[src/rtl/fir_out_requant.sv]
// FIR output stage: decimate, round-half-up, saturate to WIDTH_O bits, then
// buffer in a small first-word-fall-through FIFO behind a valid/ready port.
module fir_out_requant #(
    parameter int WIDTH_Y = 20,
    parameter int WIDTH_O = 8,
    parameter int SHIFT   = 8,
    parameter int DECIM   = 2,
    parameter int DEPTH   = 4
) (
    input  logic                        clk,
    input  logic                        rstn,
    input  logic signed [WIDTH_Y-1:0]   y_in,
    input  logic                        in_valid,
    input  logic                        clr,
    output logic signed [WIDTH_O-1:0]   out_data,
    output logic                        out_valid,
    input  logic                        out_ready,
    output logic                        overflow,
    output logic [$clog2(DEPTH):0]      level
);

    localparam int AW = $clog2(DEPTH);
    localparam int LW = AW + 1;
    localparam int PW = (DECIM > 1) ? $clog2(DECIM) : 1;

    // ---------------- decimation phase ----------------
    logic [PW-1:0] phase_reg;
    logic [PW-1:0] phase_next;
    logic          keep;

    assign keep = in_valid && (phase_reg == '0);

    always_comb begin
        phase_next = phase_reg;
        if (in_valid) begin
            if (phase_reg == PW'(DECIM - 1))
                phase_next = '0;
            else
                phase_next = phase_reg + 1'b1;
        end
    end

    // ---------------- rounding and saturation ----------------
    // One guard bit above the input keeps the rounding add from wrapping.
    logic signed [WIDTH_Y:0] y_ext;
    logic signed [WIDTH_Y:0] rnd_sum;
    logic signed [WIDTH_Y:0] r_shift;
    logic [WIDTH_Y-WIDTH_O+1:0] r_upper;
    logic                    sat_pos;
    logic                    sat_neg;
    logic [WIDTH_O-1:0]      sat_val;

    assign y_ext = {y_in[WIDTH_Y-1], y_in};

    generate
        if (SHIFT > 0) begin : g_round
            localparam logic signed [WIDTH_Y:0] RND = {{WIDTH_Y{1'b0}}, 1'b1} << (SHIFT - 1);
            assign rnd_sum = y_ext + RND;
        end else begin : g_noround
            assign rnd_sum = y_ext;
        end
    endgenerate

    assign r_shift = rnd_sum >>> SHIFT;
    assign r_upper = r_shift[WIDTH_Y:WIDTH_O-1];

    // r fits in WIDTH_O bits exactly when all bits above the output sign agree with it
    assign sat_pos = ~r_shift[WIDTH_Y] & (|r_upper);
    assign sat_neg =  r_shift[WIDTH_Y] & ~(&r_upper);

    always_comb begin
        sat_val = r_shift[WIDTH_O-1:0];
        if (sat_pos)
            sat_val = {1'b0, {(WIDTH_O-1){1'b1}}};
        else if (sat_neg)
            sat_val = {1'b1, {(WIDTH_O-1){1'b0}}};
    end

    // ---------------- stage register and FIFO control ----------------
    logic               st_valid_reg;
    logic [WIDTH_O-1:0] st_data_reg;
    logic [AW-1:0]      wr_ptr_reg;
    logic [AW-1:0]      rd_ptr_reg;
    logic [LW-1:0]      level_reg;
    logic [LW-1:0]      level_next;
    logic               overflow_reg;
    logic [WIDTH_O-1:0] mem_reg [DEPTH];
    logic               pop;
    logic               push;
    logic               drop;

    assign pop        = (level_reg != '0) && out_ready;
    assign push       = st_valid_reg && ((level_reg != LW'(DEPTH)) || pop);
    assign drop       = st_valid_reg && !push;
    assign level_next = level_reg + LW'(push) - LW'(pop);

    always_ff @(posedge clk or negedge rstn) begin
        if (!rstn) begin
            phase_reg    <= '0;
            st_valid_reg <= 1'b0;
            st_data_reg  <= '0;
            wr_ptr_reg   <= '0;
            rd_ptr_reg   <= '0;
            level_reg    <= '0;
            overflow_reg <= 1'b0;
        end else if (clr) begin
            phase_reg    <= '0;
            st_valid_reg <= 1'b0;
            st_data_reg  <= sat_val;
            wr_ptr_reg   <= '0;
            rd_ptr_reg   <= '0;
            level_reg    <= '0;
            overflow_reg <= 1'b0;
        end else begin
            phase_reg    <= phase_next;
            st_valid_reg <= keep;
            st_data_reg  <= sat_val;
            if (push)
                wr_ptr_reg <= wr_ptr_reg + 1'b1;
            if (pop)
                rd_ptr_reg <= rd_ptr_reg + 1'b1;
            level_reg    <= level_next;
            if (drop)
                overflow_reg <= 1'b1;
        end
    end

    // Storage is reset so that out_data reads 0 straight out of reset.
    always_ff @(posedge clk or negedge rstn) begin
        if (!rstn) begin
            for (int i = 0; i < DEPTH; i++)
                mem_reg[i] <= '0;
        end else if (!clr && push) begin
            mem_reg[wr_ptr_reg] <= st_data_reg;
        end
    end

    assign out_data  = mem_reg[rd_ptr_reg];
    assign out_valid = (level_reg != '0);
    assign overflow  = overflow_reg;
    assign level     = level_reg;

endmodule
[config.mk]
export PLATFORM = sky130hd
export DESIGN_NAME = fir_out_requant
export DESIGN_NICKNAME = d
export VERILOG_FILES = /design/src/rtl/fir_out_requant.sv
export SDC_FILE = /design/constraint.sdc
export NUM_CORES = 1
export LEC_CHECK = 0
export BUFFER_PORTS_ARGS = -buffer_cell sky130_fd_sc_hd__buf_2
export CORE_MARGIN = 2
export CORE_UTILIZATION = 50
export DETAILED_ROUTE_END_ITERATION = 8
export MAX_ROUTING_LAYER = met4
export PLACE_DENSITY = 0.71
export SLEW_MARGIN = 0
export SYNTH_ARGS = -nofsm -noshare
export SYNTH_HDL_FRONTEND = slang
export SYNTH_SLANG_ARGS = --single-unit
[constraint.sdc]
create_clock -name clk -period 2.7 [get_ports clk]
set_input_delay 0.27 -clock clk [delete_from_list [all_inputs] [get_ports clk]]
set_output_delay 0.27 -clock clk [all_outputs]
set_load 0.02 [all_outputs]
==> flow_metrics.env, run 1 <==
export IMPL_status="finished, final reports clean"
export IMPL_ys_warn_count=0
export IMPL_rows=25
export IMPL_slowest_stage="dfrtp_1"
export IMPL_cts_resized_gates=0
export IMPL_use_met3_pct=2.78
export IMPL_period_share_pct=90.1
export IMPL_viasPerCell=5.33
export IMPL_power_leakage_nw=1.34
export IMPL_cp_required_ps=2880
export IMPL_htreeDepth=2
export IMPL_grt_util_met1_pct=23.7
export IMPL_cts_tree="built"
export IMPL_slew_headroom_pct=58.8
export IMPL_hold_buffers=1
export IMPL_grt_pass1_vias=1493
export IMPL_synth_edff_count=0
export IMPL_syn_to_final_growth_pct=13.1
export IMPL_avgSynthCellArea_sq_um=13.7
export IMPL_critPathCaptureType="flop"
export IMPL_port_buffers=30
export IMPL_cpPeakStageDelay_ps=450
export IMPL_start_util_pct=52.8
export IMPL_io_pins=38
export IMPL_synth_top_area_share_pct=49.2
export IMPL_postSynthCellCount=186
export IMPL_worstPathArrival_ps=2610
export IMPL_ys_flop_type="dfrtp_1"
export IMPL_clkSlewWorstSetupHoldPaths_ps=80
export IMPL_cts_buffer_depth=2
export IMPL_slew_viol_final=0
export IMPL_grt_max_degree=26
export IMPL_ys_seq_area_share_pct=49.2
export IMPL_drc=0
export IMPL_tightest_slew_ps=618
export IMPL_synth_async_sr_flop_share_pct=100
export IMPL_clock_fmax_mhz=411
export IMPL_vdd_drop_max_mv=0.315
export IMPL_synth_cell_types=45
export IMPL_syn_nets=219
export IMPL_avgRoutedWirePerCell_microns=14.6
export IMPL_largest_reg_flops=32
export IMPL_clock_root_buffer="clkbuf_8"
export IMPL_skew_ps=5.71
export IMPL_die_w_microns=75.3
export IMPL_grt_pass1_wl_mm=7.31
export IMPL_cp_cell_sequence="nor4b_1, nand2b_4, ha_1, inv_1, ha_1, inv_1, fa_1, xor2_1, xnor2_1, nor2_1"
export IMPL_hold_viol_final=0
export IMPL_cap_violations=0
export IMPL_fin_setup_tns_ps=0
export IMPL_fin_nets=254
export IMPL_synth_top_area_cell="dfrtp_1"
export IMPL_hold_class="in2reg"
export IMPL_fillers=433
export IMPL_ys_seq_elements=50
export IMPL_met2_usage_pct=28.0
export IMPL_startpoint_type="flop"
export IMPL_final_util_pct=59.7
export IMPL_num_vias=1541
export IMPL_die_h_microns=75.3
export IMPL_numClockSinks=50
export IMPL_cts_buffers=5
export IMPL_min_period_ps=2430
export IMPL_post_dp_hpwl_mm=3.21
export IMPL_insertion_delay_ps=300
export IMPL_ant_nets=0
export IMPL_finalSetupViolCount=0
export IMPL_powerDensity_nw_per_um2=782
export IMPL_crit_fanout=5
export IMPL_yosys_top_cells_area="dfrtp_1 49%, mux2_1 14%, mux4_2 7.1%"
export IMPL_drive_above_1_share_pct=27.0
export IMPL_path_class="reg2reg"
export IMPL_drt_pass1_iter_count=4
export IMPL_antenna_found_initial=0
export IMPL_top_usage_layer="met2"
export IMPL_drt_iter0_drc=44
export IMPL_rsz0062_at_grt="false"
export IMPL_diodes=0
export IMPL_overflow=0
export IMPL_die_area_sq_um=5670
export IMPL_wl_mm=4.21
export IMPL_gp_congestion=0.781
export IMPL_grt_total_usage_pct=18.1
export IMPL_core_sq_um=4820
export IMPL_netlist_area_sq_um=2540
export IMPL_cts_setup_buffers=0
## metrics by stage
step	std cells	setup WS (ps)	area, sq um	total power, mW	hold WS [ps]
after floorplan	186	144	2540	1.55	-25.6
after global placement	280	281	2760	1.76	278
after detailed placement	280	232	2760	1.78	281
after CTS	289	223	2880	2.29	231
after global routing	289	56.9	2880	2.39	225
final	289	267	2880	2.25	244
## worst max-delay path, delay by kind of cell, from the launching register on
kind	cells	cell delay [ps]
xor+xnor	2	310
fa+ha+maj	3	730
buf+inv	2	110
flops	1	450
simple gates	3	730
## where the power goes
part / internal (mW) / switching [mW] / leakage [nW]
registers: 0.905 / 0.133 / 0.639
logic: 0.360 / 0.351 / 0.649
clock network: 0.277 / 0.222 / 0.0524
## kinds of logic (layout without fill, tap and decap cells)
family          count (synthesis)  after routing  share of synthesized area [%]
flops                          50             50                           49.2
simple gates                   45             45                           12.2
mux                            43             43                           22.5
compound gates                 16             16                           5.51
xor+xnor                       12             12                           4.14
buf+inv                        12             48                           2.26
fa+ha+maj                       8              8                           4.23
## per-layer routing
metal / vias to the layer above / routed length [microns]
met5: - / 0
met3: 7 / 110
met4: 0 / 92
li1: 746 / -
met1: 757 / 1910
met2: 31 / 2100
## cell usage after synthesis, types with 2 or more instances
cell	count
dfrtp_1	50
mux2_1	32
nor2_1	10
mux4_2	8
xnor2_1	8
ha_1	7
inv_1	7
nand2_1	6
o211ai_1	6
nand2_4	4
nand3_1	4
xor2_1	4
mux2i_1	3
or3_1	3
a31oi_1	2
nand3_4	2
nor3_1	2
## placed cells by master, fill, tap and decap left out, types with 3 or more instances in the layout
master    instances
o211ai_1          6
inv_1             7
ha_1              7
nand2_1           6
mux4_2            8
nor2_1           10
mux2_1           32
dfrtp_1          50
mux2i_1           3
xor2_1            4
nand3_1           4
or3_1             3
clkbuf_8          5
buf_2            30
xnor2_1           8
nand2_4           4
## area by class of cell
type / instances / area, sq um / share of cell area, %
clock buffer: 7 / 76.3 / 2.65
inverter: 7 / 26.3 / 0.914
timing repair buffer: 33 / 175 / 6.09
sequential: 50 / 1250 / 43.5
tap: 67 / 83.8 / 2.92
clock inverter: 1 / 30.0 / 1.04
multi-input combinational: 124 / 1230 / 42.9
## path summary, 6_finish.rpt
path,endpoint,cells past startpoint,startpoint,slack [ps]
max,level[2]$_DFF_PN0_,10,level[1]$_DFF_PN0_,270
min,phase_reg$_DFFE_PN0P_,3,in_valid,240
max reg2reg,level[2]$_DFF_PN0_,10,level[1]$_DFF_PN0_,270
min reg2reg,st_valid_reg$_DFF_PN0_,1,phase_reg$_DFFE_PN0P_,460
max in group asynchronous,mem_reg[22]$_DFFE_PN0P_,3,rstn,1610
min in group asynchronous,mem_reg[20]$_DFFE_PN0P_,2,rstn,480
Power figures use the tool's default switching activity.
==> run 2: changes to the inputs <==
--- a/config.mk
+++ b/config.mk
@@ -11,6 +11,7 @@
 export DETAILED_ROUTE_END_ITERATION = 8
 export MAX_ROUTING_LAYER = met4
 export PLACE_DENSITY = 0.71
+export REMOVE_ABC_BUFFERS = 1
 export SLEW_MARGIN = 0
 export SYNTH_ARGS = -nofsm -noshare
 export SYNTH_HDL_FRONTEND = slang
==> run 2 against run 1 <==
  * Routed wire length rose by 0.17%
  * Largest power group unchanged
  * Global-route usage is 0.44 points lower
  * Flip-flop and latch count is the same
  * Fmax up 0.57%
==> flow_metrics.env, run 2 (synthesis gave the netlist of run 1 again) <==
export IMPL_status="finished, final reports clean"
export IMPL_powerDensity_nw_per_um2=759
export IMPL_place_inst=280
export IMPL_cts_setup_buffers=0
export IMPL_cts_buffers=5
export IMPL_layout_commonest_cell="dfrtp_1"
export IMPL_viasPerCell=5.39
export IMPL_grt_total_usage_pct=17.7
export IMPL_cpPeakStageDelay_ps=450
export IMPL_avgRoutedWirePerCell_microns=14.7
export IMPL_htreeDepth=2
export IMPL_clkSlewWorstSetupHoldPaths_ps=80
export IMPL_cp_required_ps=2880
export IMPL_critPathCaptureType="flop"
export IMPL_port_buffers=30
export IMPL_grt_pass1_vias=1503
export IMPL_netSwitchingPower_mw=0.702
export IMPL_rsz0062_at_grt="false"
export IMPL_dp_worst_setup_slack_ps=284
export IMPL_cap_violations=0
export IMPL_syn_to_final_growth_pct=12.2
export IMPL_slew_viol_final=0
export IMPL_drc=0
export IMPL_ant_nets=0
export IMPL_largest_reg_flops=32
export IMPL_overflow=0
export IMPL_post_dp_hpwl_mm=3.17
export IMPL_final_util_pct=59.2
export IMPL_insertion_delay_ps=300
export IMPL_die_area_sq_um=5670
export IMPL_slew_headroom_pct=57.4
export IMPL_placed_area_sq_um=2760
export IMPL_numClockSinks=50
export IMPL_drt_pass1_iter_count=4
export IMPL_vdd_drop_max_mv=0.310
export IMPL_core_sq_um=4820
export IMPL_skew_ps=5.50
export IMPL_layout_common_cells="50 x dfrtp_1, 32 x mux2_1, 30 x buf_2, 10 x nor2_1"
export IMPL_finalSetupViolCount=0
export IMPL_die_w_microns=75.3
export IMPL_clock_power_share_pct=19.1
export IMPL_cp_cell_sequence="nor4b_1, nand2b_4, ha_1, inv_1, ha_1, inv_1, fa_1, xor2_1, xnor2_1, nor2_1"
export IMPL_tightest_slew_ps=633
export IMPL_fin_area_sq_um=2850
export IMPL_startpoint_type="flop"
export IMPL_grt_max_degree=27
export IMPL_seq_power_share_pct=48.0
export IMPL_slowest_stage="dfrtp_1"
export IMPL_min_period_ps=2420
export IMPL_period_share_pct=89.6
export IMPL_wl_mm=4.22
export IMPL_die_h_microns=75.3
export IMPL_fin_nets=254
export IMPL_cts_tree="built"
export IMPL_rows=25
export IMPL_p_total_mw=2.16
export IMPL_drive_above_1_share_pct=27.3
export IMPL_path_class="reg2reg"
export IMPL_layout_setup_ws_ps=281
export IMPL_antenna_found_initial=0
export IMPL_holdWs_ps=245
export IMPL_fin_cells=287
export IMPL_hold_class="in2reg"
export IMPL_clock_root_buffer="clkbuf_8"
export IMPL_crit_fanout=5
export IMPL_gp_congestion=0.816
export IMPL_num_vias=1547
export IMPL_start_util_pct=52.8
export IMPL_diodes=0
export IMPL_worstPathArrival_ps=2600
export IMPL_p_sw_share_pct=32.4
export IMPL_io_pins=38
export IMPL_fin_setup_tns_ps=0
export IMPL_grt_pass1_wl_mm=7.03
export IMPL_drt_iter0_drc=66
export IMPL_p_int_mw=1.46
export IMPL_hold_viol_final=0
export IMPL_cts_resized_gates=0
export IMPL_clock_fmax_mhz=413
export IMPL_pwr_share_comb_pct=32.9
export IMPL_power_leakage_nw=1.33
export IMPL_cts_buffer_depth=2
==> run 2: cell count changes in the layout (fill, tap and decap cells not counted), sizes merged <==
cell	previous run	this run
clkbuf	7	6
bufinv	1	0
==> run 2: final timing paths <==
check	start	endpoint	slack, ps	cells after the start
worst max-delay path	level[1]$_DFF_PN0_	level[2]$_DFF_PN0_	280	10
worst min-delay path	in_valid	st_valid_reg$_DFF_PN0_	240	2
worst max register to register	level[1]$_DFF_PN0_	level[2]$_DFF_PN0_	280	10
worst min register to register	phase_reg$_DFFE_PN0P_	st_valid_reg$_DFF_PN0_	460	1
max in group asynchronous	rstn	mem_reg[15]$_DFFE_PN0P_	1800	3
min in group asynchronous	rstn	mem_reg[8]$_DFFE_PN0P_	340	2
==> run 2: cell type report <==
class | count | area, sq um
fillers | 396 | 1970
well taps | 67 | 83.8
repair buffers | 33 | 175
inverters | 7 | 26.3
flip-flops and latches | 50 | 1250
clock buffers | 6 | 82.6
multi-input cells | 124 | 1230
==> run 2: power by group through the flow <==
stage          sequential, mW  combinational (mW)  clock [mW]
2_1_floorplan            1.03               0.510           0
3_3_place_gp             1.05               0.705           0
3_5_place_dp             1.06               0.719           0
4_1_cts                  1.04               0.723       0.432
5_1_grt                  1.07               0.779       0.462
6_report                 1.04               0.712       0.413
==> run 2: what timing repair did <==
action	in CTS	in global routing
endpoints found under the hold margin	7	0
setup endpoints to repair	0	0
hold buffers	1	0
==> run 2: worst max-delay path, delay by kind of cell, from the launching register on <==
kind / cells / cell delay [ps]
fa+ha+maj: 3 / 730
buf+inv: 2 / 90
xor+xnor: 2 / 300
flops: 1 / 450
simple gates: 3 / 740
==> run 2: layer usage <==
layer,GRT usage (%),vias up,routed length [microns]
met1,22.4,771,1970
met2,27.2,34,2020
li1,-,736,-
met5,-,-,0
met3,3.57,6,147
met4,8.77,0,89
==> run 3: changes to the inputs <==
--- a/config.mk
+++ b/config.mk
@@ -5,12 +5,11 @@
 export SDC_FILE = /design/constraint.sdc
 export NUM_CORES = 1
 export LEC_CHECK = 0
-export BUFFER_PORTS_ARGS = -buffer_cell sky130_fd_sc_hd__buf_2
 export CORE_MARGIN = 2
 export CORE_UTILIZATION = 50
 export DETAILED_ROUTE_END_ITERATION = 8
+export DONT_BUFFER_PORTS = 1
 export MAX_ROUTING_LAYER = met4
-export PLACE_DENSITY = 0.71
 export REMOVE_ABC_BUFFERS = 1
 export SLEW_MARGIN = 0
 export SYNTH_ARGS = -nofsm -noshare
==> run 3 against run 2 <==
  * Global-route usage is 0.42 points higher
  * Critical path depth did not move
  * Flip-flop and latch count unchanged
  * Clock-buffer cell count increased by 1
  * Clock power up 6.8%
  * Total power decreased by 2.7%
  * Die area unchanged
  * Fmax decreased by 1.7%
  * Register-to-register slack got worse by 40 ps
  * Sequential power about the same
  * Via count down 6.0%
  * Critical endpoint unchanged
  * Largest cell class unchanged
==> flow_metrics.env, run 3 (synthesis gave the netlist of run 1 again) <==
export IMPL_period_share_pct=91.2
export IMPL_layout_setup_ws_ps=239
export IMPL_overflow=0
export IMPL_drt_pass1_iter_count=4
export IMPL_insertion_delay_ps=300
export IMPL_r2r_end="level[2]$_DFF_PN0_"
export IMPL_grt_pass1_wl_mm=7.47
export IMPL_worstPathArrival_ps=2660
export IMPL_rr_startpoint="level[0]$_DFF_PN0_"
export IMPL_largest_reg_flops=32
export IMPL_fillers=420
export IMPL_avgRoutedWirePerCell_microns=17.0
export IMPL_grt_total_usage_pct=18.1
export IMPL_antenna_found_initial=0
export IMPL_syn_to_final_growth_pct=7.73
export IMPL_die_h_microns=75.3
export IMPL_start_util_pct=52.8
export IMPL_numClockSinks=50
export IMPL_p_total_mw=2.11
export IMPL_clock_fmax_mhz=406
export IMPL_crit_fanout=4
export IMPL_gp_congestion=0.775
export IMPL_rows=25
export IMPL_grt_pass1_vias=1548
export IMPL_drt_iter0_drc=36
export IMPL_ant_nets=0
export IMPL_cts_resized_gates=0
export IMPL_fin_setup_tns_ps=0
export IMPL_htreeDepth=2
export IMPL_min_period_ps=2460
export IMPL_whs_path_depth=1
export IMPL_cts_tree="built"
export IMPL_startpoint_type="flop"
export IMPL_die_w_microns=75.3
export IMPL_die_area_sq_um=5670
export IMPL_viasPerCell=5.59
export IMPL_clock_root_buffer="clkbuf_8"
export IMPL_powerDensity_nw_per_um2=770
export IMPL_rsz0062_at_grt="false"
export IMPL_fin_nets=225
export IMPL_clkSlewWorstSetupHoldPaths_ps=90
export IMPL_hold_class="in2reg"
export IMPL_min_to="rd_ptr_reg[0]$_DFFE_PN0P_"
export IMPL_dp_worst_setup_slack_ps=244
export IMPL_post_dp_hpwl_mm=3.21
export IMPL_hold_viol_final=0
export IMPL_min_from="clr"
export IMPL_core_sq_um=4820
export IMPL_r2r_setup_slack_ps=240
export IMPL_num_vias=1454
export IMPL_slew_viol_final=0
export IMPL_power_leakage_nw=1.23
export IMPL_slew_headroom_pct=57.7
export IMPL_status="finished, final reports clean"
export IMPL_cts_buffers=5
export IMPL_grt_max_degree=51
export IMPL_path_class="reg2reg"
export IMPL_port_buffers=0
export IMPL_layout_common_cells="50 x dfrtp_1, 32 x mux2_1, 10 x nor2_1, 8 x mux4_2, 8 x xnor2_1"
export IMPL_reg2reg_depth=10
export IMPL_vdd_drop_max_mv=0.480
export IMPL_cp_required_ps=2900
export IMPL_drc=0
export IMPL_startpoint="level[0]$_DFF_PN0_"
export IMPL_drive_above_1_share_pct=16.6
export IMPL_hold_buffers=2
export IMPL_skew_ps=9.74
export IMPL_critPathCaptureType="flop"
export IMPL_tightest_slew_ps=629
export IMPL_finalSetupViolCount=0
export IMPL_diodes=0
export IMPL_cts_setup_buffers=0
export IMPL_layout_commonest_cell="dfrtp_1"
export IMPL_cap_violations=0
export IMPL_io_pins=38
export IMPL_wl_mm=4.41
export IMPL_cts_buffer_depth=2
## run 3: cell count changes in the layout (fill, tap and decap cells not counted), sizes merged
cell    before  now
buf         32    3
clkbuf       6    7
clkinv       0    1
## run 3: per-layer routing
layer	global-route usage (%)	vias to the layer above	share of wire (%)
met4	5.46	0	1.2
li1	-	680	-
met2	29.7	29	50
met3	3.70	6	3.9
met5	-	-	0
met1	22.9	739	44
## run 3: how the worst max path moves through the flow
stage                    endpoint
2_1_floorplan  level[2]$_DFF_PN0_
4_1_cts        level[2]$_DFF_PN0_
3_5_place_dp   level[2]$_DFF_PN0_
6_report       level[2]$_DFF_PN0_
3_3_place_gp   level[2]$_DFF_PN0_
5_1_grt        level[2]$_DFF_PN0_
## run 3: power by group
part | switching [mW] | internal (mW)
logic | 0.307 | 0.302
registers | 0.152 | 0.904
clock network | 0.234 | 0.207
## run 3: cell type report
class,instances,area [sq um],share of cell area [%]
clock buffer,7,86.3,3.15
sequential,50,1250,45.7
tap,67,83.8,3.06
clock inverter,1,5.00,0.183
multi-input combinational,124,1230,45.0
timing repair buffer,4,52.6,1.92
inverter,7,26.3,0.960
## run 3: metrics by stage
stage / instances / utilization [%] / hold WS [ps] / cell area [sq um]
6_report: 260 / 56.8 / 21.5 / 2740
5_1_grt: 260 / 56.8 / 10.1 / 2740
3_3_place_gp: 250 / 54.2 / -24.6 / 2610
2_1_floorplan: 181 / - / -25.6 / 2510
3_5_place_dp: 250 / 54.2 / -24.2 / 2610
4_1_cts: 260 / 56.8 / 9.25 / 2740
## run 3: critical path, stage by stage, from the launching register on
cell and delay (ps):
dfrtp_1 490, or3_1 390, and2_1 200, ha_1 290, inv_1 60, ha_1 140, inv_1 50, fa_1 370
xor2_1 180, xnor2_1 140, nor2_1 50
